==> src/rtl/psram_arb_pkg.sv <==
// Shared definitions for the two-port PSRAM memory arbiter.
//   arb_state_t : arbitration FSM state encoding (S_IDLE, S_OWN0, S_OWN1, S_DRAIN)
//   NUM_PORTS   : number of requester ports
//   clog2       : ceiling log2, used to size the watchdog counter
package psram_arb_pkg;

    typedef enum logic [1:0] {
        S_IDLE  = 2'd0,
        S_OWN0  = 2'd1,
        S_OWN1  = 2'd2,
        S_DRAIN = 2'd3
    } arb_state_t;

    localparam int NUM_PORTS = 2;

    function automatic int clog2(input int value);
        int result;
        int v;
        result = 0;
        v      = value - 1;
        while (v > 0) begin
            result = result + 1;
            v      = v >> 1;
        end
        return result;
    endfunction

endpackage

==> src/rtl/psram_port_mux.sv <==
// Combinational steering between two requester ports and the PSRAM core.
//   grant       : one-hot owner (00 = no owner, forces all mem_* low)
//   mN_*        : requester bundles (cs/we/addr/sel/burst/din in, dout/busy/ack out)
//   mem_*       : core-side request bundle and core responses
module psram_port_mux
    import psram_arb_pkg::*;
#(
    parameter int ADDR_BITS = 24
) (
    input  logic [NUM_PORTS-1:0] grant,

    input  logic                 m0_cs,
    input  logic                 m0_we,
    input  logic [ADDR_BITS-1:2] m0_addr,
    input  logic [3:0]           m0_sel,
    input  logic                 m0_burst,
    input  logic [31:0]          m0_din,
    output logic [31:0]          m0_dout,
    output logic                 m0_busy,
    output logic                 m0_ack,

    input  logic                 m1_cs,
    input  logic                 m1_we,
    input  logic [ADDR_BITS-1:2] m1_addr,
    input  logic [3:0]           m1_sel,
    input  logic                 m1_burst,
    input  logic [31:0]          m1_din,
    output logic [31:0]          m1_dout,
    output logic                 m1_busy,
    output logic                 m1_ack,

    output logic                 mem_cs,
    output logic                 mem_we,
    output logic [ADDR_BITS-1:2] mem_addr,
    output logic [3:0]           mem_sel,
    output logic                 mem_burst,
    output logic [31:0]          mem_din,
    input  logic [31:0]          mem_dout,
    input  logic                 mem_busy,
    input  logic                 mem_ack
);

    always_comb begin
        mem_cs    = 1'b0;
        mem_we    = 1'b0;
        mem_addr  = '0;
        mem_sel   = 4'b0000;
        mem_burst = 1'b0;
        mem_din   = 32'h0;
        unique case (grant)
            2'b01: begin
                mem_cs    = m0_cs;
                mem_we    = m0_we;
                mem_addr  = m0_addr;
                mem_sel   = m0_sel;
                mem_burst = m0_burst;
                mem_din   = m0_din;
            end
            2'b10: begin
                mem_cs    = m1_cs;
                mem_we    = m1_we;
                mem_addr  = m1_addr;
                mem_sel   = m1_sel;
                mem_burst = m1_burst;
                mem_din   = m1_din;
            end
            default: begin
            end
        endcase
    end

    // Read data is broadcast; requesters qualify it with their own ack.
    assign m0_dout = mem_dout;
    assign m1_dout = mem_dout;
    assign m0_ack  = mem_ack & grant[0];
    assign m1_ack  = mem_ack & grant[1];
    assign m0_busy = ~grant[0] | mem_busy;
    assign m1_busy = ~grant[1] | mem_busy;

endmodule

==> src/rtl/psram_mem_arbiter.sv <==
// Two-port round-robin arbiter in front of one PSRAM core memory interface.
//   clk, rst    : core clock, synchronous active-high reset
//   mN_*        : requester ports 0 and 1 (cs/we/addr/sel/burst/din in;
//                 dout/busy/ack/err out, err is a one-cycle watchdog abort pulse)
//   mem_*       : core-side request bundle and core responses
//   grant       : one-hot current owner (debug)
// A grant is held until the owner's transaction ends; DRAIN then waits for the
// core to go idle before any new grant. A no-ack watchdog aborts hung owners.
module psram_mem_arbiter
    import psram_arb_pkg::*;
#(
    parameter int ADDR_BITS = 24,
    parameter int TIMEOUT   = 1023
) (
    input  logic                 clk,
    input  logic                 rst,

    input  logic                 m0_cs,
    input  logic                 m0_we,
    input  logic [ADDR_BITS-1:2] m0_addr,
    input  logic [3:0]           m0_sel,
    input  logic                 m0_burst,
    input  logic [31:0]          m0_din,
    output logic [31:0]          m0_dout,
    output logic                 m0_busy,
    output logic                 m0_ack,
    output logic                 m0_err,

    input  logic                 m1_cs,
    input  logic                 m1_we,
    input  logic [ADDR_BITS-1:2] m1_addr,
    input  logic [3:0]           m1_sel,
    input  logic                 m1_burst,
    input  logic [31:0]          m1_din,
    output logic [31:0]          m1_dout,
    output logic                 m1_busy,
    output logic                 m1_ack,
    output logic                 m1_err,

    output logic                 mem_cs,
    output logic                 mem_we,
    output logic [ADDR_BITS-1:2] mem_addr,
    output logic [3:0]           mem_sel,
    output logic                 mem_burst,
    output logic [31:0]          mem_din,
    input  logic [31:0]          mem_dout,
    input  logic                 mem_busy,
    input  logic                 mem_ack,

    output logic [1:0]           grant
);

    // A zero-width counter is not legal, so a disabled watchdog keeps one bit.
    localparam int WD_W = (TIMEOUT > 0) ? clog2(TIMEOUT + 1) : 1;
    localparam logic [WD_W-1:0] WD_LAST = WD_W'(TIMEOUT - 1);

    arb_state_t      state_q, state_d;
    logic [1:0]      grant_q, grant_d;
    logic            rr_last_q, rr_last_d;
    logic [WD_W-1:0] wd_cnt_q, wd_cnt_d;
    logic [1:0]      err_q, err_d;

    logic            own_cs;
    logic            own_burst;
    logic            wd_expire;
    logic [1:0]      mux_grant;

    always_comb begin
        state_d   = state_q;
        grant_d   = grant_q;
        rr_last_d = rr_last_q;
        wd_cnt_d  = wd_cnt_q;
        err_d     = 2'b00;
        own_cs    = (state_q == S_OWN1) ? m1_cs    : m0_cs;
        own_burst = (state_q == S_OWN1) ? m1_burst : m0_burst;
        wd_expire = (TIMEOUT != 0) && (wd_cnt_q == WD_LAST) && !mem_ack;

        case (state_q)
            S_IDLE: begin
                // rr_last==1 means port 1 owned last, so port 0 wins a tie.
                if (m0_cs && (!m1_cs || rr_last_q)) begin
                    state_d  = S_OWN0;
                    grant_d  = 2'b01;
                    wd_cnt_d = '0;
                end else if (m1_cs) begin
                    state_d  = S_OWN1;
                    grant_d  = 2'b10;
                    wd_cnt_d = '0;
                end
            end
            S_OWN0, S_OWN1: begin
                if (mem_ack) begin
                    wd_cnt_d = '0;
                end else if (wd_cnt_q != '1) begin
                    wd_cnt_d = wd_cnt_q + 1'b1;
                end
                if (!own_cs || (mem_ack && !own_burst) || wd_expire) begin
                    state_d   = S_DRAIN;
                    grant_d   = 2'b00;
                    rr_last_d = (state_q == S_OWN1);
                    err_d     = wd_expire ? grant_q : 2'b00;
                end
            end
            S_DRAIN: begin
                if (!mem_busy) begin
                    state_d = S_IDLE;
                end
            end
            default: begin
                state_d = S_IDLE;
                grant_d = 2'b00;
            end
        endcase
    end

    always_ff @(posedge clk) begin
        if (rst) begin
            state_q   <= S_IDLE;
            grant_q   <= 2'b00;
            rr_last_q <= 1'b1;
            wd_cnt_q  <= '0;
            err_q     <= 2'b00;
        end else begin
            state_q   <= state_d;
            grant_q   <= grant_d;
            rr_last_q <= rr_last_d;
            wd_cnt_q  <= wd_cnt_d;
            err_q     <= err_d;
        end
    end

    // Reset masks the owner immediately so the core sees cs low and nobody gets an ack.
    assign mux_grant = rst ? 2'b00 : grant_q;
    assign grant     = grant_q;
    assign m0_err    = err_q[0];
    assign m1_err    = err_q[1];

    psram_port_mux #(
        .ADDR_BITS (ADDR_BITS)
    ) u_port_mux (
        .grant     (mux_grant),
        .m0_cs     (m0_cs),
        .m0_we     (m0_we),
        .m0_addr   (m0_addr),
        .m0_sel    (m0_sel),
        .m0_burst  (m0_burst),
        .m0_din    (m0_din),
        .m0_dout   (m0_dout),
        .m0_busy   (m0_busy),
        .m0_ack    (m0_ack),
        .m1_cs     (m1_cs),
        .m1_we     (m1_we),
        .m1_addr   (m1_addr),
        .m1_sel    (m1_sel),
        .m1_burst  (m1_burst),
        .m1_din    (m1_din),
        .m1_dout   (m1_dout),
        .m1_busy   (m1_busy),
        .m1_ack    (m1_ack),
        .mem_cs    (mem_cs),
        .mem_we    (mem_we),
        .mem_addr  (mem_addr),
        .mem_sel   (mem_sel),
        .mem_burst (mem_burst),
        .mem_din   (mem_din),
        .mem_dout  (mem_dout),
        .mem_busy  (mem_busy),
        .mem_ack   (mem_ack)
    );

endmodule
==> config.mk <==
export PLATFORM = sky130hd
export DESIGN_NAME = psram_mem_arbiter
export DESIGN_NICKNAME = d
export VERILOG_FILES = /design/src/rtl/psram_arb_pkg.sv /design/src/rtl/psram_port_mux.sv /design/src/rtl/psram_mem_arbiter.sv
export SDC_FILE = /design/constraint.sdc
export NUM_CORES = 1
export LEC_CHECK = 0
export ABC_CLOCK_PERIOD_IN_PS = 4250
export BUFFER_PORTS_ARGS = -buffer_cell sky130_fd_sc_hd__buf_2
export CAP_MARGIN = 40
export CORE_AREA = 10 10 104 106
export DETAILED_ROUTE_END_ITERATION = 7
export DIE_AREA = 0 0 114 116
export GPL_TIMING_DRIVEN = 0
export PLACE_DENSITY = 0.74
export SYNTH_ARGS = -nofsm -noshare
export SYNTH_HDL_FRONTEND = slang
export SYNTH_HIERARCHICAL = 1
export SYNTH_SLANG_ARGS = --single-unit
==> constraint.sdc <==
create_clock -name clk -period 4.25 [get_ports clk]
set_input_delay 0.85 -clock clk [delete_from_list [all_inputs] [get_ports clk]]
set_output_delay 0.85 -clock clk [all_outputs]
set_load 0.005 [all_outputs]
==> results of run 1 <==
-- stage by stage --
stage | util [%] | total power [uW] | hold slack, ns | std cells | area [um^2]
after global routing | 51.6 | 1480 | 0.524 | 705 | 4480
after floorplan | - | 973 | 0.468 | 336 | 3010
after global placement | 51.1 | 1240 | 0.486 | 701 | 4430
after detailed placement | 51.1 | 1260 | 0.487 | 701 | 4430
final | 51.6 | 1380 | 0.493 | 705 | 4480
after CTS | 51.6 | 1390 | 0.501 | 705 | 4480
-- synth_stat cells (3+ instances only) --
cell,number
and2_1,3
o31ai_1,3
buf_12,6
nand2_1,12
a21oi_1,7
dfxtp_1,17
a22oi_2,61
nor2_1,7
nand3_1,7
ha_1,7
buf_2,6
or3_1,4
nor2_2,59
buf_4,64
buf_6,10
or4_1,4
a31oi_1,3
nand2b_1,4
inv_1,10
-- state kept, by name (all words and copies together), names as in the netlist --
name	flops
err_q	2
grant	2
rr_last_q	1
state_q	2
wd_cnt_q	10
-- layer usage --
layer / share of wire, % / global-route usage, % / vias up / wire length (um)
met4: 1.4 / 4.34 / 2 / 189
met3: 8.0 / 4.86 / 17 / 1070
met2: 55 / 35.3 / 145 / 7460
met1: 35 / 18.9 / 1544 / 4730
met5: 0.097 / 0 / - / 13
li1: - / - / 1668 / -
-- logic make-up after synthesis --
logic type / synth area share, %
and+or+nand+nor: 25.0
buffers and inverters: 26.2
AOI/OAI and AO/OA: 33.5
DFF: 11.3
adders and majority gates: 2.91
muxes: 1.16
-- power breakdown --
part           total, uW  internal (uW)  switching (uW)
Combinational       1050            475             576
Clock                128           65.4            62.8
Sequential           200            184            16.2
Total               1380            724             655
-- worst paths after layout --
path	from	end	slack [ns]	cells after the start
hold / removal	grant[0]$_SDFFE_PP0P_	err_q[0]$_SDFF_PP0_	0.49	2
hold reg to reg	grant[0]$_SDFFE_PP0P_	err_q[0]$_SDFF_PP0_	0.49	2
setup / recovery	rst	mem_addr[13]	0.93	10
setup reg to reg	state_q[1]$_SDFFE_PP0P_	wd_cnt_q[5]$_SDFFE_PP0P_	2.23	7
-- worst max-delay path: cells and delay by family --
family        cells  cell delay (ns)
fa+ha+maj         1             0.27
buf+inv           7             1.13
simple gates      2             0.20
-- area by class of cell --
class                      instances  area (um^2)  share of cell area, %
buffer                            88          752                   16.8
clock buffer                       3         41.3                  0.922
clock inverter                     1         5.00                  0.112
inverter                          10         37.5                  0.838
multi-input combinational        221         1880                   42.0
sequential                        17          340                   7.60
tap                              108          135                   3.02
timing repair buffer             257         1290                   28.7
==> results by group, run 1 <==
Run status
  – Status: finished clean

Run
  – Total of max-cap violations: 0

Detailed routing
  – DRC errors left: 0
  – DRT iter0 DRCs: 218
  – Vias per cell: 4.79
  – WL/cell: 19.1 um
  – Pre-antenna DRT Iters: 4
  – Routed Wire Length: 13500 um
  – Final antenna-violating net count: 0
  – Via count: 3376

Global routing
  – Total grt overflow: 0
  – Largest net degree at the start of global routing: 11
  – GRT Overall Usage: 18.2%
  – Initial antenna violation count: 1
  – Vias in the first global route: 3535
  – First-pass GRT wire length: 19700 um

Timing
  – Worst Max-Slew Pin Slew: 0.479 ns
  – Final setup vio count: 0
  – Tcrit/Tclk final: 78.1%
  – Setup TNS: 0 ns
  – Setup Skew: 0.00539 ns
  – Post-layout min period: 3.32 ns
  – Final setup margin: 0.930 ns
  – Fmax: 301 MHz
  – Max Transition Viols Final: 0
  – RSZ-0062 raised after global routing: no
  – Rel. slew slack: 68.1%
  – Endpoints failing hold: 0

Yosys
  – Register area share after synthesis: 11.3%
  – Post-synth EDFFs: 0
  – Synth top area share: 25.3%
  – Synth cell types: 54
  – Syn avg cell area: 8.97 um^2
  – Yosys Warn Count: 6
  – Top cells by area, synth: a22oi_2 25%, buf_4 16%, nor2_2 12%, dfxtp_1 11%, buf_12 4.0%
  – Synthesized Nets: 501
  – Syn Std Cell Area: 0.00301 mm^2
  – Yosys reg bits: 17
  – Async S/R FF share, synth: 0%
  – Post-Synthesis Cells: 336
  – Leading area contributor after synthesis: a22oi_2
  – Synth Flop Type: dfxtp_1

Critical path
  – CP peak stage delay: 0.30 ns
  – Most frequent CP cell: inv_1
  – CP required: 3.40 ns
  – Worst path slowest cell: buf_2
  – CP Cell Sequence: buf_6 -> inv_1 -> nand2_1 -> inv_1 -> inv_1 -> ha_1 -> clkbuf_2 -> buf_2 -> nor2_1 -> buf_2
  – Worst Setup Start Kind: input port
  – Crit path kind: in -> out
  – CP endpoint kind: output pin
  – Crit-path max FO: 10
  – Worst EP arrival: 2.47 ns

Cells and area
  – Fillcell total: 844
  – Commonest non-fill, non-tap cells in the layout: 263 x buf_2, 64 x buf_4, 61 x a22oi_2, 59 x nor2_2, 17 x dfxtp_1
  – Area Overhead vs Synth: 48.7%
  – # diodes: 0
  – Most common cell after layout, fill and taps aside: buf_2
  – Fin nets: 763
  – Layout cell share with drive strength beyond 1: 80.9%

Clocking
  – Hold-fix buffers, CTS: 0
  – Number of post-CTS setup repair buffers: 0
  – Cts bufs inserted: 3
  – Post-cts sizing count: 0
  – Maximum root-to-sink buffer count: 2
  – Clk root buf: clkbuf_8
  – Total number of H-tree levels: 1
  – Clock Latency Late Sink: 0.27 ns
  – CTS sink count: 17
  – Worst-path clk slew: 0.07 ns
  – CTS tree: yes

Die
  – Die width: 114 um
  – Core Rows: 34
  – Initial Utilization: 34.7%
  – DIE HEIGHT: 116 um
  – Core ar.: 0.00868 mm^2
  – Die area: 0.0132 mm^2
  – IO Count: 291

Placed design
  – Gp weighted congestion: 0.934
  – IO buf count: 257
  – Hpwl dp: 12000 um
  – Setup WS pre-CTS: 0.919 ns

Pwr
  – PwrDens: 308 mW/mm^2
  – Peak VDD IR: 0.228 mV
  – P_leak: 0.00212 uW

Hold path
  – HP Class: reg -> reg
Note: power is estimated with default switching activity, not from simulation.
==> inputs of run 2 (changes only) <==
--- a/config.mk
+++ b/config.mk
@@ -5,14 +5,14 @@
 export SDC_FILE = /design/constraint.sdc
 export NUM_CORES = 1
 export LEC_CHECK = 0
-export ABC_CLOCK_PERIOD_IN_PS = 4250
+export ABC_CLOCK_PERIOD_IN_PS = 2700
 export BUFFER_PORTS_ARGS = -buffer_cell sky130_fd_sc_hd__buf_2
 export CAP_MARGIN = 40
-export CORE_AREA = 10 10 104 106
+export CORE_MARGIN = 10
+export CORE_UTILIZATION = 34
 export DETAILED_ROUTE_END_ITERATION = 7
-export DIE_AREA = 0 0 114 116
 export GPL_TIMING_DRIVEN = 0
-export PLACE_DENSITY = 0.74
+export PLACE_DENSITY = 0.76
 export SYNTH_ARGS = -nofsm -noshare
 export SYNTH_HDL_FRONTEND = slang
 export SYNTH_HIERARCHICAL = 1
==> constraint.sdc (replaced) <==
create_clock -name clk -period 2.7 [get_ports clk]
set_input_delay 0.54 -clock clk [delete_from_list [all_inputs] [get_ports clk]]
set_output_delay 0.54 -clock clk [all_outputs]
set_load 0.005 [all_outputs]
==> run 2 against run 1 <==
  * Design area rose by 0.42%
  * Routed wire length fell by 3.0%
  * Critical path depth did not move
  * Count of clock-buffer cells in the layout did not move
  * Die area fell by 1.5%
  * Sequential share of layout area barely moved
  * Utilization rose by 0.22 points
  * Critical path type unchanged
  * Via count rose by 0.89%
  * Sequential cell count did not move
==> results by group, run 2 (synthesized netlist as in run 1, its figures left out) <==
Timing
  – RSZ-0062 raised after global routing: no
  – Setup Skew: 0.00619 ns
  – Final setup vio count: 0
  – Endpoints failing hold: 0
  – Rel. slew slack: 69.3%
  – Max Transition Viols Final: 0
  – Fmax: 387 MHz
  – Worst Max-Slew Pin Slew: 0.460 ns
  – Setup TNS: 0 ns
  – Post-layout min period: 2.58 ns
  – Tcrit/Tclk final: 95.7%

Hold path
  – HP Class: reg -> reg
  – Hold Crit Start: state_q[1]$_SDFFE_PP0P_

Cells and area
  – Area Overhead vs Synth: 49.3%
  – Fillcell total: 818
  – # diodes: 0
  – Reg with most FFs: wd_cnt_q
  – Layout cell share with drive strength beyond 1: 81.1%
  – Fin nets: 763
  – Area taken by multi-input logic gates: 0.00188 mm^2
  – Commonest non-fill, non-tap cells in the layout: 257 x buf_2, 65 x buf_4, 61 x a22oi_2, 59 x nor2_2, 17 x dfxtp_1
  – Register area: 340 um^2
  – Largest register FFs: 10
  – Most common cell after layout, fill and taps aside: buf_2

Critical path
  – Worst EP arrival: 2.04 ns
  – CP top delay family: buffers and inverters
  – CP bufs+invs: 7
  – CP required: 2.16 ns
  – Most frequent CP cell: inv_1
  – Reg2reg start: state_q[1]$_SDFFE_PP0P_
  – Worst path slowest cell: ha_1
  – Crit path kind: in -> out
  – Worst Setup Start Kind: input port
  – Crit-path max FO: 10
  – CP peak stage delay: 0.28 ns
  – Critical path origin: rst
  – CP endpoint kind: output pin
  – CP Cell Sequence: buf_6 -> clkinvlp_4 -> nand2_1 -> inv_1 -> inv_1 -> ha_1 -> clkbuf_2 -> clkbuf_4 -> nor2_2 -> buf_2

Die
  – Initial Utilization: 34.7%
  – Die area: 0.0130 mm^2
  – IO Count: 291
  – DIE HEIGHT: 114 um
  – Die width: 114 um
  – Core ar.: 0.00868 mm^2
  – Core Rows: 34

Detailed routing
  – WL/cell: 18.5 um
  – Final antenna-violating net count: 0
  – Routed Wire Length: 13100 um
  – DRC errors left: 0
  – DRT iter0 DRCs: 211
  – Via count: 3406
  – Pre-antenna DRT Iters: 4
  – Vias per cell: 4.83

Placed design
  – Gp weighted congestion: 0.896
  – IO buf count: 257
  – Hpwl dp: 11700 um

Global routing
  – First-pass GRT wire length: 19300 um
  – Vias in the first global route: 3527
  – GRT Overall Usage: 17.8%
  – Total grt overflow: 0
  – Initial antenna violation count: 1
  – Largest net degree at the start of global routing: 11

Clocking
  – Worst-path clk slew: 0.07 ns
  – CTS sink count: 17
  – Maximum root-to-sink buffer count: 2
  – Number of post-CTS setup repair buffers: 0
  – CTS tree: yes
  – Post-cts sizing count: 0
  – Clk root buf: clkbuf_8
  – Hold-fix buffers, CTS: 0
  – Clock Latency Late Sink: 0.26 ns
  – Total number of H-tree levels: 1
  – Cts bufs inserted: 3

Pwr
  – PnR Total Power: 2190 uW
  – P_leak: 0.00212 uW
  – PwrDens: 488 mW/mm^2
  – Peak VDD IR: 0.418 mV

Run
  – Total of max-cap violations: 0

Run status
  – Status: finished clean
-- run 2: cell types whose count changed in the layout (fill, tap and decap cells not counted) --
cell	delta
inv_1	-1
buf_2	-6
clkbuf_4	+5
buf_4	+1
clkinvlp_4	+1
-- run 2: layout make-up --
cell class              count  area share (%)
multi-input cells         221            41.9
inverters                  10           0.918
clock inverters             1           0.111
well taps                 108            3.00
flip-flops and latches     17            7.56
clock buffers               3           0.918
plain buffers              88            17.0
repair buffers            257            28.6
-- run 2: worst reg2reg max path, stage by stage, from the launching register on --
cell and delay [ns]:
dfxtp_1 0.38, inv_1 0.06, ha_1 0.28, buf_6 0.13
and2b_2 0.20, nand2_1 0.18, or4_1 0.55, a21oi_1 0.15
-- run 2: report_power, final --
| part | total, uW | switching [uW] | leakage (uW) | internal [uW] |
|---|---|---|---|---|
| Combinational | 1680 | 915 | 0.00196 | 767 |
| Sequential | 315 | 25.4 | 0.000138 | 289 |
| Clock | 197 | 94.3 | 0.0000255 | 103 |
-- run 2: path summary, 6_finish.rpt --
check | depth (start not counted) | to | slack [ns]
worst min-delay path | 2 | state_q[1]$_SDFFE_PP0P_ | 0.51
worst max register to register | 7 | wd_cnt_q[5]$_SDFFE_PP0P_ | 0.70
worst min register to register | 2 | state_q[1]$_SDFFE_PP0P_ | 0.51
worst max-delay path | 10 | mem_din[26] | 0.12
-- run 2: routing by layer --
| metal | share of wire, % | wire [um] | track usage, % | vias up |
|---|---|---|---|---|
| li1 | - | - | - | 1667 |
| met1 | 36 | 4640 | 18.9 | 1551 |
| met2 | 54 | 7020 | 33.5 | 170 |
| met3 | 9.0 | 1170 | 5.24 | 16 |
| met4 | 1.6 | 213 | 4.18 | 2 |
| met5 | 0.10 | 13 | 0 | - |
-- run 2: metrics by stage --
step / util [%] / worst slack, ns / std cells / area (um^2) / hold WS, ns
after floorplan: - / 0.431 / 336 / 3010 / 0.468
after global placement: 51.1 / 0.0325 / 701 / 4430 / 0.487
after detailed placement: 51.1 / 0.0216 / 701 / 4430 / 0.488
after CTS: 51.6 / 0.00238 / 705 / 4480 / 0.506
after global routing: 51.8 / 0.0138 / 705 / 4500 / 0.533
final: 51.8 / 0.116 / 705 / 4500 / 0.506
